File: config.mk
export PLATFORM = sky130hd
export DESIGN_NAME = led_breath_seq
export DESIGN_NICKNAME = d
export VERILOG_FILES = /design/src/rtl/led_breath_seq.sv
export SDC_FILE = /design/constraint.sdc
export NUM_CORES = 1
export LEC_CHECK = 0
export CAP_MARGIN = 0
export CORE_ASPECT_RATIO = 0.75
export CORE_MARGIN = 8
export CORE_UTILIZATION = 54
export CTS_CLUSTER_SIZE = 14
export DETAILED_ROUTE_END_ITERATION = 6
export PLACE_DENSITY_LB_ADDON = 0.12
export SETUP_SLACK_MARGIN = 0.4
export SYNTH_ARGS = -nofsm -noshare
export SYNTH_HDL_FRONTEND = slang
export SYNTH_SLANG_ARGS = --single-unit
File: constraint.sdc
create_clock -name s_clk -period 2.16 [get_ports s_clk]
set_input_delay 0.216 -clock s_clk [delete_from_list [all_inputs] [get_ports s_clk]]
set_output_delay 0.216 -clock s_clk [all_outputs]
set_load 0.005 [all_outputs]
File: src/rtl/led_breath_seq.sv
// led_breath_seq
// Multi-channel breathing-LED sequencer. A 1 us prescaler drives a PWM period
// counter. A shared duty value ramps up, holds fully on, ramps down, and then
// holds fully off. All LEDs can breathe in phase (mode 0), or the breath can
// step from one channel to the next after each complete breath (mode 1).
//
// Ports:
//   s_clk   system clock, all logic on the rising edge
//   s_rst   synchronous reset, active-high
//   start   one-cycle pulse; starts the sequence when idle
//   stop    one-cycle pulse; aborts from any state (wins over start)
//   mode    0 = in phase, 1 = chase; sampled only on an accepted start
//   led     LED drive, active-low, registered one cycle after the counters
//   ch_sel  one-hot active channel used in chase mode
//   busy    high whenever the sequencer is not idle
//
// Build option: define LED_BREATH_GAMMA_EN to use the quadratic compare
// pwm_cnt*PWM_STEPS < duty*duty instead of the linear pwm_cnt < duty.
//
// state   | meaning
// IDLE    | outputs dark, counters held at zero, waiting for start
// RAMP_UP | duty climbs by one per PWM period, 0..PWM_STEPS-1
// HOLD_HI | duty = PWM_STEPS (fully on) for HOLD_PERIODS periods
// RAMP_DN | duty falls by one per PWM period, PWM_STEPS-1..0
// HOLD_LO | duty = 0 (fully off) for HOLD_PERIODS periods, then rotate channel
module led_breath_seq #(
   parameter int CLK_PER_US   = 34,
   parameter int PWM_STEPS    = 1000,
   parameter int HOLD_PERIODS = 200,
   parameter int N_LED        = 4
) (
   input  logic             s_clk,
   input  logic             s_rst,
   input  logic             start,
   input  logic             stop,
   input  logic             mode,
   output logic [N_LED-1:0] led,
   output logic [N_LED-1:0] ch_sel,
   output logic             busy
);

   localparam int PW = (CLK_PER_US > 1) ? $clog2(CLK_PER_US) : 1;
   localparam int DW = $clog2(PWM_STEPS + 1);
   localparam int HW = $clog2(HOLD_PERIODS + 1);

   localparam logic [PW-1:0]    PRE_MAX   = PW'(CLK_PER_US - 1);
   localparam logic [DW-1:0]    DUTY_FULL = DW'(PWM_STEPS);
   localparam logic [DW-1:0]    CNT_MAX   = DW'(PWM_STEPS - 1);
   localparam logic [HW-1:0]    HOLD_MAX  = HW'(HOLD_PERIODS - 1);
   localparam logic [N_LED-1:0] CH_INIT   = N_LED'(1);

   typedef enum logic [2:0] {
      IDLE    = 3'd0,
      RAMP_UP = 3'd1,
      HOLD_HI = 3'd2,
      RAMP_DN = 3'd3,
      HOLD_LO = 3'd4
   } state_t;

   state_t            state, state_nx;
   logic [PW-1:0]     prescaler, prescaler_nx;
   logic [DW-1:0]     pwm_cnt, pwm_cnt_nx;
   logic [DW-1:0]     duty, duty_nx;
   logic [HW-1:0]     hold_cnt, hold_cnt_nx;
   logic              mode_q, mode_q_nx;
   logic [N_LED-1:0]  ch_sel_nx;
   logic [N_LED-1:0]  led_nx;
   logic              tick;
   logic              period_end;
   logic              lit;

   assign tick       = (state != IDLE) && (prescaler == PRE_MAX);
   assign period_end = tick && (pwm_cnt == CNT_MAX);
   assign busy       = (state != IDLE);

`ifdef LED_BREATH_GAMMA_EN
   localparam int GW = 2 * DW;
   logic [GW-1:0] cnt_scaled;
   logic [GW-1:0] duty_sq;
   // Widths chosen so (PWM_STEPS-1)*PWM_STEPS and PWM_STEPS^2 both fit.
   assign cnt_scaled = GW'(pwm_cnt) * GW'(PWM_STEPS);
   assign duty_sq    = GW'(duty) * GW'(duty);
   assign lit        = (cnt_scaled < duty_sq);
`else
   assign lit = (pwm_cnt < duty);
`endif

   always_ff @(posedge s_clk) begin
      if (s_rst) begin
         state     <= IDLE;
         prescaler <= '0;
         pwm_cnt   <= '0;
         duty      <= '0;
         hold_cnt  <= '0;
         mode_q    <= 1'b0;
         ch_sel    <= CH_INIT;
         led       <= '1;
      end else begin
         state     <= state_nx;
         prescaler <= prescaler_nx;
         pwm_cnt   <= pwm_cnt_nx;
         duty      <= duty_nx;
         hold_cnt  <= hold_cnt_nx;
         mode_q    <= mode_q_nx;
         ch_sel    <= ch_sel_nx;
         led       <= led_nx;
      end
   end

   always_comb begin
      state_nx     = state;
      prescaler_nx = prescaler;
      pwm_cnt_nx   = pwm_cnt;
      duty_nx      = duty;
      hold_cnt_nx  = hold_cnt;
      mode_q_nx    = mode_q;
      ch_sel_nx    = ch_sel;
      led_nx       = '1;

      if (state != IDLE) begin
         prescaler_nx = tick ? '0 : prescaler + PW'(1);
         if (tick) begin
            pwm_cnt_nx = (pwm_cnt == CNT_MAX) ? '0 : pwm_cnt + DW'(1);
         end
         // The LED register follows the counters of this cycle, not next.
         led_nx = mode_q ? ~({N_LED{lit}} & ch_sel) : ~{N_LED{lit}};
      end

      unique case (state)
         IDLE: begin
            if (start) begin
               state_nx     = RAMP_UP;
               duty_nx      = '0;
               hold_cnt_nx  = '0;
               mode_q_nx    = mode;
               prescaler_nx = '0;
               pwm_cnt_nx   = '0;
            end
         end
         RAMP_UP: begin
            if (period_end) begin
               if (duty == CNT_MAX) begin
                  state_nx    = HOLD_HI;
                  duty_nx     = DUTY_FULL;
                  hold_cnt_nx = '0;
               end else begin
                  duty_nx = duty + DW'(1);
               end
            end
         end
         HOLD_HI: begin
            if (period_end) begin
               if (hold_cnt == HOLD_MAX) begin
                  state_nx = RAMP_DN;
                  duty_nx  = CNT_MAX;
               end else begin
                  hold_cnt_nx = hold_cnt + HW'(1);
               end
            end
         end
         RAMP_DN: begin
            if (period_end) begin
               if (duty == '0) begin
                  state_nx    = HOLD_LO;
                  hold_cnt_nx = '0;
               end else begin
                  duty_nx = duty - DW'(1);
               end
            end
         end
         HOLD_LO: begin
            if (period_end) begin
               if (hold_cnt == HOLD_MAX) begin
                  state_nx = RAMP_UP;
                  duty_nx  = '0;
                  if (mode_q) begin
                     ch_sel_nx = {ch_sel[N_LED-2:0], ch_sel[N_LED-1]};
                  end
               end else begin
                  hold_cnt_nx = hold_cnt + HW'(1);
               end
            end
         end
         default: state_nx = IDLE;
      endcase

      // Abort takes effect from any state and matches reset exactly.
      if (stop) begin
         state_nx     = IDLE;
         prescaler_nx = '0;
         pwm_cnt_nx   = '0;
         duty_nx      = '0;
         hold_cnt_nx  = '0;
         mode_q_nx    = 1'b0;
         ch_sel_nx    = CH_INIT;
         led_nx       = '1;
      end
   end

endmodule

==> impl_metrics.json, run 1 <==
{
  "final-seq-area_um2": 959.7,
  "post-place-ws_ps": -230.4,
  "antenna_found_initial": 0,
  "crit_path_max_fanout": 3,
  "setup_viol": 7,
  "syn_to_final_growth_pct": 42.05,
  "power_w": 0.001722,
  "post-dp-hpwl_um": 6002,
  "fin_nets": 464,
  "synth_cell_types": 61,
  "root_buffer": "clkbuf_8",
  "violations": "setup timing",
  "max-slew-margin-rel_pct": 70.27,
  "cp_slowest_cell": "or4_4",
  "wl_um": 9074,
  "end_kind": "flop",
  "clk_latency_ps": 300,
  "cts_max_path_buffers": 2,
  "ios": 14,
  "rsz0062_at_grt": "true",
  "powerDensity_mw_per_mm2": 416.6,
  "die_y_um": 79.58,
  "synth_nets": 387,
  "drive_gt1_share_pct": 36.85,
  "die-area_mm2": 0.008019,
  "grt_pass1_vias": 2907,
  "cts_max_level": 2,
  "synth.area.top_cells": "dfxtp_1 (32%), a21oi_1 (6.9%), ha_1 (6.4%), nor2_1 (4.9%), o21ai_0 (3.8%)",
  "min_period_ps": 2198,
  "start_util_pct": 55.26,
  "core_area_mm2": 0.005266,
  "drv_slew": 0,
  "syn_area_mm2": 0.002910,
  "dr.first_iter.drc_count": 339,
  "cp.buffers_inverters": 0,
  "cpPeakStageDelay_ps": 480,
  "finalSetupTns_ps": -155.0,
  "grt_pass1_wl_um": 14380,
  "fmaxAchievable_ghz": 0.4549,
  "cp_cell_sequence": "ha_1 > and4bb_2 > nand4_1 > a221o_1 > a21o_1 > or4_4 > a21oi_2",
  "leakage_nw": 1.559,
  "synth_top_area_share_pct": 31.64,
  "diodes": 0,
  "cap_violations": 0,
  "fillerInstances": 360,
  "critPathTopFamily": "simple AND/OR/NAND/NOR gates",
  "crit_path_start_kind": "flop",
  "grt_overflow": 0,
  "rows": 23,
  "tightest_slew_ps": 446.0,
  "arrival_ps": 2440,
  "finalHoldViolations": 0,
  "irDropWorstVdd_v": 0.0003012,
  "yosys.area.top_type": "dfxtp_1",
  "wl_per_cell_um": 17.45,
  "drc": 0,
  "final.period_utilization_pct": 101.8,
  "grt.total_usage_pct": 22.27,
  "clock-sinks": 46,
  "crit_required_ps": 2400,
  "synth-edff-count": 0,
  "synth-main-ff-cell": "dfxtp_1",
  "numCtsBuffers": 5,
  "ys_warn_count": 0,
  "drt-vias-per-instance": 6.160,
  "synthArstFlopShare_pct": 0,
  "multi_input_comb_area_mm2": 0.002162,
  "port_buffers": 13,
  "die_w_um": 100.8,
  "timing.final.ws_setup_ps": -38.35,
  "clk_pin_slew_ps": 90,
  "hold_class": "flop to flop",
  "drtAntennaViolNets": 0,
  "ys_seq_area_share_pct": 31.64,
  "gp_congestion": 1.013,
  "cts_tree": "done",
  "ys_ff_latch": 46,
  "grt_max_degree": 18,
  "vias": 3203,
  "avgSynthCellArea_um2": 7.930,
  "worstSetupPathType": "flop to flop",
  "skew_ps": 7.181,
  "drtPass1Iterations": 5,
  "status": "finished, violations left",
  "syn_inst": 367
}
worst register-to-register path: stages (launching register included):
cell      delay, ps
dfxtp_2         360
ha_1            190
and4bb_2        250
nand4_1          90
a221o_1         430
a21o_1          210
or4_4           480
a21oi_2         120
synthesized netlist by cell type (all sizes together) (2+ instances only):
cell type and count:
nand2b 3, nor4 3, o21ai 23, nor2 38, mux2i 6, nand3b 3
a21oi 41, inv 18, and3 5, clkbuf 9, a211oi 7, nor2b 2
and2 3, or3 7, nor3 7, or2 2, xor2 5, buf 8
dfxtp 46, nand3 16, nand4 10, o211ai 3, and4 5, ha 15
and3b 2, or4 3, nand2 29, a31oi 6, xnor2 12, a21o 4
o31ai 3
layout by cell type, fill, tap and decap left out, types with 8 or more instances in the layout:
master,n
clkdlybuf4s50_1,12
nand4_1,10
nand2_1,28
a21oi_2,8
ha_1,9
a21oi_1,32
dfxtp_1,29
xnor2_1,11
dfxtp_2,10
nor2_1,35
inv_1,12
buf_4,59
buf_6,12
nand3_1,13
o21ai_0,16
logic make-up (layout without fill, tap and decap cells):
kind of cell / Yosys count / after routing / synth area share, %
simple gates: 143 / 143 / 27.17
buf+inv: 35 / 113 / 5.288
mux: 6 / 6 / 2.064
compound gates: 105 / 105 / 22.27
xor+xnor: 17 / 17 / 5.116
flops: 46 / 46 / 31.64
fa+ha+maj: 15 / 15 / 6.449
layout make-up:
class / instances / area share, %
repair buffers: 87 / 18.22
flip-flops and latches: 46 / 23.21
clock inverters: 2 / 0.3027
well taps: 75 / 2.270
multi-input cells: 286 / 52.30
clock buffers: 6 / 1.998
inverters: 18 / 1.695
through the flow:
step                      instance area (um^2)  util [%]  instances  hold WS, ps
after floorplan                           3020         -        367        363.7
after global placement                    3505     66.55        486        484.4
after detailed placement                  3505     66.55        486        464.9
after CTS                                 3908     74.20        511        477.1
after global routing                      4134     78.50        520        501.3
final                                     4134     78.50        520        475.4
layer usage:
| layer | global-route usage (%) | share of wire [%] | wire length (um) | up-vias |
|---|---|---|---|---|
| met1 | 31.19 | 45 | 4044 | 1495 |
| met3 | 4.355 | 8.8 | 799 | 30 |
| met2 | 33.25 | 45 | 4054 | 181 |
| met4 | 7.068 | 1.9 | 175 | 0 |
| met5 | 0 | 0 | 0 | - |
| li1 | - | - | - | 1497 |
flip-flops by register name, summed over array words and instances, names as in the netlist:
register   count
duty          10
pwm_cnt       10
hold_cnt       8
prescaler      6
ch_sel         4
led            4
state          3
mode_q         1
report_power, final:
part / switching (W) / total, W / internal [W]
logic: 0.000155 / 0.000300 / 0.000144
clock network: 0.000311 / 0.000569 / 0.000258
registers: 0.00000803 / 0.000854 / 0.000846
path summary, 6_finish.rpt:
kind | end | start | slack, ps | cells after the start
max reg2reg | hold_cnt[5] | duty[0] | -40 | 7
min reg2reg | hold_cnt[7] | hold_cnt[7] | 480 | 2
max | hold_cnt[5] | duty[0] | -40 | 7
min | hold_cnt[7] | hold_cnt[7] | 480 | 2
repair_timing:
item                                    4_1_cts  5_1_grt
hold buffers                                  0        0
pin swaps                                    22       23
cloned                                        1        0
setup buffers                                16        9
endpoints found under the setup margin       34       33
resized for setup                            47       41
Note: power is estimated with default switching activity, not from simulation.
==> run 2: changes to the inputs <==
--- a/config.mk
+++ b/config.mk
@@ -13,6 +13,7 @@
 export DETAILED_ROUTE_END_ITERATION = 6
 export PLACE_DENSITY_LB_ADDON = 0.12
 export SETUP_SLACK_MARGIN = 0.4
+export SKIP_LAST_GASP = 1
 export SYNTH_ARGS = -nofsm -noshare
 export SYNTH_HDL_FRONTEND = slang
 export SYNTH_SLANG_ARGS = --single-unit
==> impl_metrics.json, run 2 (same netlist as run 1, synthesis figures left out) <==
{
  "status": "finished, violations left",
  "violations": "setup timing",
  "grt.total_usage_pct": 22.27,
  "hold_class": "flop to flop",
  "design_area_mm2": 0.004143,
  "core_area_mm2": 0.005266,
  "min_period_ps": 2217,
  "crit_path_start_kind": "flop",
  "root_buffer": "clkbuf_8",
  "crit_path_max_fanout": 5,
  "fin_nets": 467,
  "layout.cells.non_filler": 523,
  "rsz0062_at_grt": "true",
  "critPathTopFamily": "simple AND/OR/NAND/NOR gates",
  "dp_cells": 486,
  "drc": 0,
  "ff2ff_setup_slack_ps": -60,
  "setup_viol": 3,
  "grt_pass1_wl_um": 14380,
  "cpPeakStageDelay_ps": 520,
  "worstSetupPathType": "flop to flop",
  "cts.hold.buffers_added": 0,
  "vias": 3186,
  "ios": 14,
  "leakage_nw": 1.571,
  "holdPathEnd": "hold_cnt[7]",
  "cap_violations": 0,
  "drtAntennaViolNets": 0,
  "cp.buffers_inverters": 4,
  "final_cell_mix": "buf_4 (64), nor2_1 (36), a21oi_1 (34), dfxtp_1 (29), nand2_1 (28)",
  "wl_per_cell_um": 17.46,
  "start_util_pct": 55.26,
  "tightest_slew_ps": 449.2,
  "post-dp-hpwl_um": 6002,
  "wl_um": 9129,
  "timing.rr.end": "duty[8]",
  "worstRegToRegCells": 11,
  "finalHoldViolations": 0,
  "drv_slew": 0,
  "arrival_ps": 2460,
  "clock-sinks": 46,
  "die-area_mm2": 0.008019,
  "min_delay_path_depth": 2,
  "skew_ps": 7.646,
  "max-slew-margin-rel_pct": 70.05,
  "cp_slowest_cell": "or4_1",
  "cts_max_path_buffers": 2,
  "timing.final.ws_setup_ps": -56.94,
  "fillerInstances": 356,
  "grt_max_degree": 18,
  "cts_max_level": 2,
  "place_area_mm2": 0.003505,
  "diodes": 0,
  "r2r-start": "duty[1]",
  "die_w_um": 100.8,
  "fmaxAchievable_ghz": 0.4511,
  "crit_cells": 11,
  "antenna_found_initial": 0,
  "clk_latency_ps": 310,
  "port_buffers": 13,
  "hold_start": "hold_cnt[7]",
  "clk_pin_slew_ps": 90,
  "syn_to_final_growth_pct": 42.35,
  "die_y_um": 79.58,
  "gp_congestion": 1.013,
  "drt-vias-per-instance": 6.092,
  "rows": 23,
  "drtPass1Iterations": 5,
  "dr.first_iter.drc_count": 312,
  "cp_cell_sequence": "inv_2 > ha_4 > nor4b_4 > nand3_2 > buf_4 > buf_6 > buf_6 > nor2_4 > or3_4 > or4_1 > a21oi_1",
  "cts_tree": "done",
  "final_common_cell": "buf_4",
  "grt_pass1_vias": 2918,
  "numCtsBuffers": 5,
  "crit_required_ps": 2400,
  "powerDensity_mw_per_mm2": 416.0,
  "end_kind": "flop",
  "irDropWorstVdd_v": 0.0003024,
  "drive_gt1_share_pct": 36.38,
  "grt_overflow": 0,
  "final.period_utilization_pct": 102.6,
  "path_common_cell": "buf_6",
  "reg_top3": "duty: 10 flops, pwm_cnt: 10 flops, hold_cnt: 8 flops"
}
-- run 2: cell count changes in the layout (fill, tap and decap cells not counted), sizes merged --
cell,change
buf,+3
-- run 2: layout make-up --
cell class / count / area [um^2] / share of cell area, %
tap: 75 / 93.84 / 2.265
clock inverter: 2 / 12.51 / 0.3020
inverter: 18 / 70.07 / 1.691
multi-input combinational: 286 / 2156 / 52.04
timing repair buffer: 90 / 768.2 / 18.54
sequential: 46 / 959.7 / 23.17
clock buffer: 6 / 82.58 / 1.993
-- run 2: where the power goes --
group          internal (W)  switching, W
Clock              0.000258      0.000315
Combinational      0.000143      0.000153
Sequential         0.000846    0.00000805
-- run 2: metrics by stage --
| step | hold WS [ps] | util [%] | total power (W) | setup TNS (ps) | setup slack (ps) |
|---|---|---|---|---|---|
| finish | 475.7 | 78.66 | 0.001723 | -95.86 | -56.94 |
| floorplan | 363.7 | - | 0.001005 | -9.231 | -9.231 |
| detailed placement | 464.9 | 66.55 | 0.001075 | -256.8 | -230.4 |
| CTS | 477.1 | 73.89 | 0.001677 | -20.11 | -17.19 |
| global route | 501.3 | 78.66 | 0.001792 | -1220 | -135.2 |
| global placement | 484.4 | 66.55 | 0.001070 | -183.4 | -183.4 |
-- run 2: what timing repair did --
action,CTS,global route
gates resized for setup,43,39
setup buffers,16,12
setup endpoints to repair,34,33
pin swaps,22,23
cloned,1,0
-- run 2: how the worst max path moves through the flow --
| stage | start | endpoint | slack (ps) |
|---|---|---|---|
| global route | duty[0] | hold_cnt[5] | -140 |
| global placement | duty[0] | hold_cnt[6] | -180 |
| floorplan | duty[1] | hold_cnt[5] | -9 |
| finish | duty[1] | duty[8] | -60 |
| CTS | duty[0] | hold_cnt[5] | -20 |
| detailed placement | pwm_cnt[1] | hold_cnt[6] | -230 |
-- run 2: worst reg2reg max path: cells and delay by family, from the launching register on --
family,cells,cell delay (ps)
fa+ha+maj,1,150
simple gates,5,1160
buf+inv,4,350
compound gates,1,140
flops,1,360
-- run 2: routing by layer --
metal	global-route usage, %	routed length [um]	vias up
li1	-	-	1509
met1	31.19	4161	1469
met2	33.44	4010	178
met3	4.268	759	30
met4	6.767	198	0
met5	0	0	-
